`src/rtl/exers.sv`:
```
// exers: integer execution reservation station with writeback wakeup and lowest-index select.
// Define EXERS_PERF_EN to add the full-stall and issue performance counters.
module exers #(
    parameter int DEPTH = 8,
    parameter int IDX_W = 3
) (
    input  logic        clk,
    input  logic        rst,
    input  logic        rename_exers_write,
    input  logic [4:0]  rename_op,
    input  logic [7:0]  rename_robid,
    input  logic [5:0]  rename_rd,
    input  logic        rename_op1ready,
    input  logic [31:0] rename_op1,
    input  logic        rename_op2ready,
    input  logic [31:0] rename_op2,
    input  logic [31:0] rename_imm,
    output logic        exers_stall,
    input  logic        wb_valid,
    input  logic [7:0]  wb_robid,
    input  logic [31:0] wb_result,
    output logic        exers_issue_valid,
    output logic [4:0]  exers_issue_op,
    output logic [7:0]  exers_issue_robid,
    output logic [5:0]  exers_issue_rd,
    output logic [31:0] exers_issue_op1,
    output logic [31:0] exers_issue_op2,
    output logic [31:0] exers_issue_imm,
    input  logic        alu_stall,
    input  logic        rob_flush
`ifdef EXERS_PERF_EN
    ,
    output logic [31:0] exers_perf_full,
    output logic [31:0] exers_perf_issued
`endif
);
    logic [DEPTH-1:0] valid_q, valid_d, rdy1_q, rdy1_d, rdy2_q, rdy2_d, elig;
    logic [4:0]       op_q    [DEPTH];
    logic [4:0]       op_d    [DEPTH];
    logic [7:0]       robid_q [DEPTH];
    logic [7:0]       robid_d [DEPTH];
    logic [5:0]       rd_q    [DEPTH];
    logic [5:0]       rd_d    [DEPTH];
    logic [31:0]      val1_q  [DEPTH];
    logic [31:0]      val1_d  [DEPTH];
    logic [31:0]      val2_q  [DEPTH];
    logic [31:0]      val2_d  [DEPTH];
    logic [31:0]      imm_q   [DEPTH];
    logic [31:0]      imm_d   [DEPTH];
    logic [IDX_W-1:0] sel, free_idx;
    logic             wr_acc, fire, byp1, byp2;

    assign elig              = valid_q & rdy1_q & rdy2_q;
    assign exers_stall       = &valid_q;
    assign exers_issue_valid = (|elig) & ~rob_flush;
    assign fire              = exers_issue_valid & ~alu_stall;
    assign wr_acc            = rename_exers_write & ~exers_stall & ~rob_flush;
    assign byp1              = wb_valid & ~rename_op1ready & (wb_robid == rename_op1[7:0]);
    assign byp2              = wb_valid & ~rename_op2ready & (wb_robid == rename_op2[7:0]);

    assign exers_issue_op    = exers_issue_valid ? op_q[sel]    : '0;
    assign exers_issue_robid = exers_issue_valid ? robid_q[sel] : '0;
    assign exers_issue_rd    = exers_issue_valid ? rd_q[sel]    : '0;
    assign exers_issue_op1   = exers_issue_valid ? val1_q[sel]  : '0;
    assign exers_issue_op2   = exers_issue_valid ? val2_q[sel]  : '0;
    assign exers_issue_imm   = exers_issue_valid ? imm_q[sel]   : '0;

    // Descending scan so the lowest index wins for both select and allocate.
    always_comb begin
        sel      = '0;
        free_idx = '0;
        for (int i = DEPTH - 1; i >= 0; i--) begin
            if (elig[i]) sel = IDX_W'(i);
            if (!valid_q[i]) free_idx = IDX_W'(i);
        end
    end

    always_comb begin
        valid_d = valid_q;
        rdy1_d  = rdy1_q;
        rdy2_d  = rdy2_q;
        op_d    = op_q;
        robid_d = robid_q;
        rd_d    = rd_q;
        val1_d  = val1_q;
        val2_d  = val2_q;
        imm_d   = imm_q;
        for (int i = 0; i < DEPTH; i++) begin
            if (wb_valid && valid_q[i] && !rdy1_q[i] && wb_robid == val1_q[i][7:0]) begin
                rdy1_d[i] = 1'b1;
                val1_d[i] = wb_result;
            end
            if (wb_valid && valid_q[i] && !rdy2_q[i] && wb_robid == val2_q[i][7:0]) begin
                rdy2_d[i] = 1'b1;
                val2_d[i] = wb_result;
            end
        end
        if (fire) valid_d[sel] = 1'b0;
        if (wr_acc) begin
            valid_d[free_idx] = 1'b1;
            op_d[free_idx]    = rename_op;
            robid_d[free_idx] = rename_robid;
            rd_d[free_idx]    = rename_rd;
            imm_d[free_idx]   = rename_imm;
            rdy1_d[free_idx]  = rename_op1ready | byp1;
            val1_d[free_idx]  = byp1 ? wb_result : rename_op1;
            rdy2_d[free_idx]  = rename_op2ready | byp2;
            val2_d[free_idx]  = byp2 ? wb_result : rename_op2;
        end
        if (rob_flush) valid_d = '0;
    end

    always_ff @(posedge clk or negedge rst) begin
        if (!rst) valid_q <= '0;
        else      valid_q <= valid_d;
    end

    // Payload is qualified by valid_q, so it needs no reset.
    always_ff @(posedge clk) begin
        rdy1_q  <= rdy1_d;
        rdy2_q  <= rdy2_d;
        op_q    <= op_d;
        robid_q <= robid_d;
        rd_q    <= rd_d;
        val1_q  <= val1_d;
        val2_q  <= val2_d;
        imm_q   <= imm_d;
    end

`ifdef EXERS_PERF_EN
    logic [31:0] perf_full_q, perf_full_d, perf_issued_q, perf_issued_d;
    always_comb begin
        perf_full_d   = perf_full_q + 32'(exers_stall & rename_exers_write);
        perf_issued_d = perf_issued_q + 32'(fire);
    end
    always_ff @(posedge clk or negedge rst) begin
        if (!rst) begin
            perf_full_q   <= '0;
            perf_issued_q <= '0;
        end else begin
            perf_full_q   <= perf_full_d;
            perf_issued_q <= perf_issued_d;
        end
    end
    assign exers_perf_full   = perf_full_q;
    assign exers_perf_issued = perf_issued_q;
`endif
endmodule
```
`config.mk`:
```
export PLATFORM = sky130hd
export DESIGN_NAME = exers
export DESIGN_NICKNAME = d
export VERILOG_FILES = /design/src/rtl/exers.sv
export SDC_FILE = /design/constraint.sdc
export NUM_CORES = 2
export LEC_CHECK = 0
export ABC_AREA = 1
export CORE_ASPECT_RATIO = 1.75
export CORE_MARGIN = 5
export CORE_UTILIZATION = 55
export DETAILED_ROUTE_END_ITERATION = 10
export PLACE_DENSITY = 0.84
export SYNTH_ARGS = -nofsm -noshare
export SYNTH_HDL_FRONTEND = slang
export SYNTH_SLANG_ARGS = --single-unit
```
`constraint.sdc`:
```
create_clock -name clk -period 3.48 [get_ports clk]
set_input_delay 0.348 -clock clk [delete_from_list [all_inputs] [get_ports clk]]
set_output_delay 0.348 -clock clk [all_outputs]
set_load 0.03 [all_outputs]
```
==> impl_metrics.env <==
export IMPL_status="finished with violations"
export IMPL_violations="DRC, setup timing"
export IMPL_placed_area_um2=54300
export IMPL_yosysUniqueCellTypes=45
export IMPL_place_congestion=1.03
export IMPL_drt_first_pass_iters=11
export IMPL_clk_pin_slew_worst_paths_ns=0.07
export IMPL_ios=280
export IMPL_route_met3_wl_um=26400
export IMPL_synthTopCellsByCount="nand2_1 (2463), nor2_1 (656), inv_1 (529)"
export IMPL_slew_limit_headroom_pct=45.7
export IMPL_crit_required_ns=3.13
export IMPL_synth_fp_nets=7107
export IMPL_synth_edf_count=408
export IMPL_dpl_hpwl_um=117000
export IMPL_drt_met1_wl_um=63900
export IMPL_grt_usage_pct=37.9
export IMPL_synth_most_common_cell="nand2_1"
export IMPL_tightest_slew_ns=0.815
export IMPL_vias=51300
export IMPL_power_density_nw_per_um2=488
export IMPL_ys_flop_type="dfxtp_1"
export IMPL_die_area_um2=97800
export IMPL_wl_per_cell_um=24.0
export IMPL_setup_viol=3
export IMPL_die_w_um=239
export IMPL_p_leak_nw=26.2
export IMPL_ys_seq_elements=944
export IMPL_reg2reg_from="valid_q[6]"
export IMPL_fin_crit_sh_pct=100
export IMPL_synth_top_area_cell="edfxtp_1"
export IMPL_coreArea_um2=90600
export IMPL_syn_avg_cell_area_um2=7.24
export IMPL_final_area_um2=59100
export IMPL_crit_fanout=15
export IMPL_worst_ir_drop_vdd_mv=0.547
export IMPL_clock_fmax_mhz=287
export IMPL_tritoncts="built"
export IMPL_cts_sinks=944
export IMPL_nets=7233
export IMPL_grt_max_degree=95
export IMPL_cts_root_buf="clkbuf_16"
export IMPL_grt_pass1_vias=48400
export IMPL_timing_rr_end="val2_q[50]"
export IMPL_hold_viol=0
export IMPL_port_buffers=279
export IMPL_reg2regPathDepth=12
export IMPL_start_util_pct=55.5
export IMPL_drcViolationCount=2
export IMPL_fp_dieH_um=410
export IMPL_grt_antenna_before_repair=6
export IMPL_area_delta_synth_final_pct=17.5
export IMPL_tns_ns=-0.0155
export IMPL_arrival_ns=3.14
export IMPL_fillCellCount=7441
export IMPL_drv_slew=0
export IMPL_r2r_slack_ns=0.69
export IMPL_synth_top_area_share_pct=24.4
export IMPL_cts_buffers_inserted=87
export IMPL_drt_total_wl_um=200000
export IMPL_setup_ws_ns=-0.00658
export IMPL_crit_type="reg -> out"
export IMPL_htreeDepth=3
export IMPL_detail_route_antenna_nets=0
export IMPL_clkLatencyLatePin_ns=0.73
export IMPL_clock_skew_final_ns=0.0521
export IMPL_synthTopCellsByArea="edfxtp_1 (24%), dfxtp_1 (21%), nand2_1 (18%)"
export IMPL_via_per_inst=6.16
export IMPL_final_layout_size_suffix_gt1_share_pct=10.7
export IMPL_maxCapViolCount=0
export IMPL_topRoutingLayerUsed="met5"
export IMPL_start_kind="flip-flop"
export IMPL_min_path_type="in -> async"
export IMPL_yosysWarnings=0
export IMPL_drtIter0Drc=7351
export IMPL_syn_area_um2=50300
export IMPL_async_reset_ff_share_pct=0.847
export IMPL_grt_remaining_overflow=0
export IMPL_synthCells=6944
export IMPL_rsz0062_at_grt="true"
export IMPL_ys_seq_area_share_pct=45.8
export IMPL_crit_path_end_kind="primary output"
export IMPL_routed_wl_met2_um=87300
export IMPL_cts_buffer_depth=3
export IMPL_fin_crit_ns=3.49
export IMPL_grt_pass1_wl_um=285000
export IMPL_row_count=146
## cell families after synthesis
logic type,count (synthesis),share of synthesized area (%)
and+or+nand+nor,4244,36.9
buffers and inverters,1061,8.98
DFF,944,45.8
AOI/OAI and AO/OA,659,7.66
xor gates and xnor gates,36,0.627
## state kept, by name, summed over array words and instances (netlist names)
name and count:
imm_q 256, val1_q 256, val2_q 256, robid_q 64, rd_q 48, op_q 40
rdy1_q 8, rdy2_q 8, valid_q 8
## through the flow
| stage | hold WS, ns | utilization, % | worst slack, ns | cells | power [W] |
|---|---|---|---|---|---|
| floorplan | 0.0524 | - | 0.274 | 6944 | 0.0160 |
| global placement | 0.476 | 59.9 | 0.211 | 8095 | 0.0176 |
| detailed placement | 0.479 | 59.9 | 0.233 | 8095 | 0.0178 |
| CTS | 0.00664 | 64.2 | -0.0574 | 8281 | 0.0284 |
| global route | 0.0251 | 65.2 | -0.0889 | 8328 | 0.0297 |
| finish | 0.0159 | 65.2 | -0.00658 | 8330 | 0.0289 |
## layer usage
layer / up-vias / track usage (%)
met5: - / 0
li1: 22500 / -
met1: 23100 / 42.4
met3: 1406 / 9.27
met4: 4 / 32.3
met2: 4212 / 60.2
## cell type report
cell class                 instances  area [um2]  area share (%)
multi-input combinational       4943       23300            39.4
sequential                       944       23000            39.0
timing repair buffer             545        6100            10.3
clock buffer                     102        2320            3.92
inverter                         549        2080            3.53
tap                             1184        1480            2.51
clock inverter                    59         817            1.38
antenna                            4        10.0          0.0169
## where the power goes
| group | internal (W) | total (W) | switching (W) |
|---|---|---|---|
| sequential | 0.0124 | 0.0128 | 0.000389 |
| clock | 0.00602 | 0.0106 | 0.00463 |
| combinational | 0.00190 | 0.00545 | 0.00355 |
| total | 0.0203 | 0.0289 | 0.00856 |
## critical path: stages, from the launching register on
cell     delay, ns
dfxtp_2       0.40
nand3_2       0.19
nand2_4       0.17
nor2_4        0.08
buf_6         0.16
buf_12        0.17
nand2_4       0.17
buf_12        0.23
nor2_1        0.08
nor3_2        0.14
nand3_1       0.16
a21oi_4       0.28
buf_6         0.17
## placed cells by master (no fill, tap or decap), types with 11 or more instances in the layout
master              n
nand2_1          2448
nor2_1            628
inv_1             526
dfxtp_1           524
nand3_1           513
edfxtp_1          408
o21ai_0           354
nand3b_1          310
buf_4             233
clkdlybuf4s50_1   164
o211ai_1          163
clkbuf_16         103
nand4_1            79
or2_1              70
buf_12             65
or2_2              59
o21ai_1            51
a21oi_1            35
nand2_2            34
o21ai_2            31
nor2_2             26
buf_6              24
nor3_1             23
xor2_1             19
buf_16             19
inv_2              18
xnor2_1            17
bufinv_16          16
clkinv_2           16
nand3_2            11
## worst max-delay path by stage
stage	start	endpoint	slack, ns	depth (start not counted)
after floorplan	valid_q[1]	imm_q[128]	0.27	8
after global placement	valid_q[6]	exers_issue_rd[2]	0.21	11
after detailed placement	valid_q[6]	exers_issue_rd[2]	0.23	11
after CTS	valid_q[7]	exers_issue_op1[17]	-0.06	14
after global routing	valid_q[6]	exers_issue_imm[31]	-0.09	16
final	rdy2_q[1]	exers_issue_op1[24]	-0.007	12
## timing repair
item	CTS	global route
pin swaps	9	25
gates resized for setup	102	87
setup endpoints to repair	115	113
hold buffers	0	0
setup buffers	15	30
gates cloned	11	16
Power figures use the tool's default switching activity.
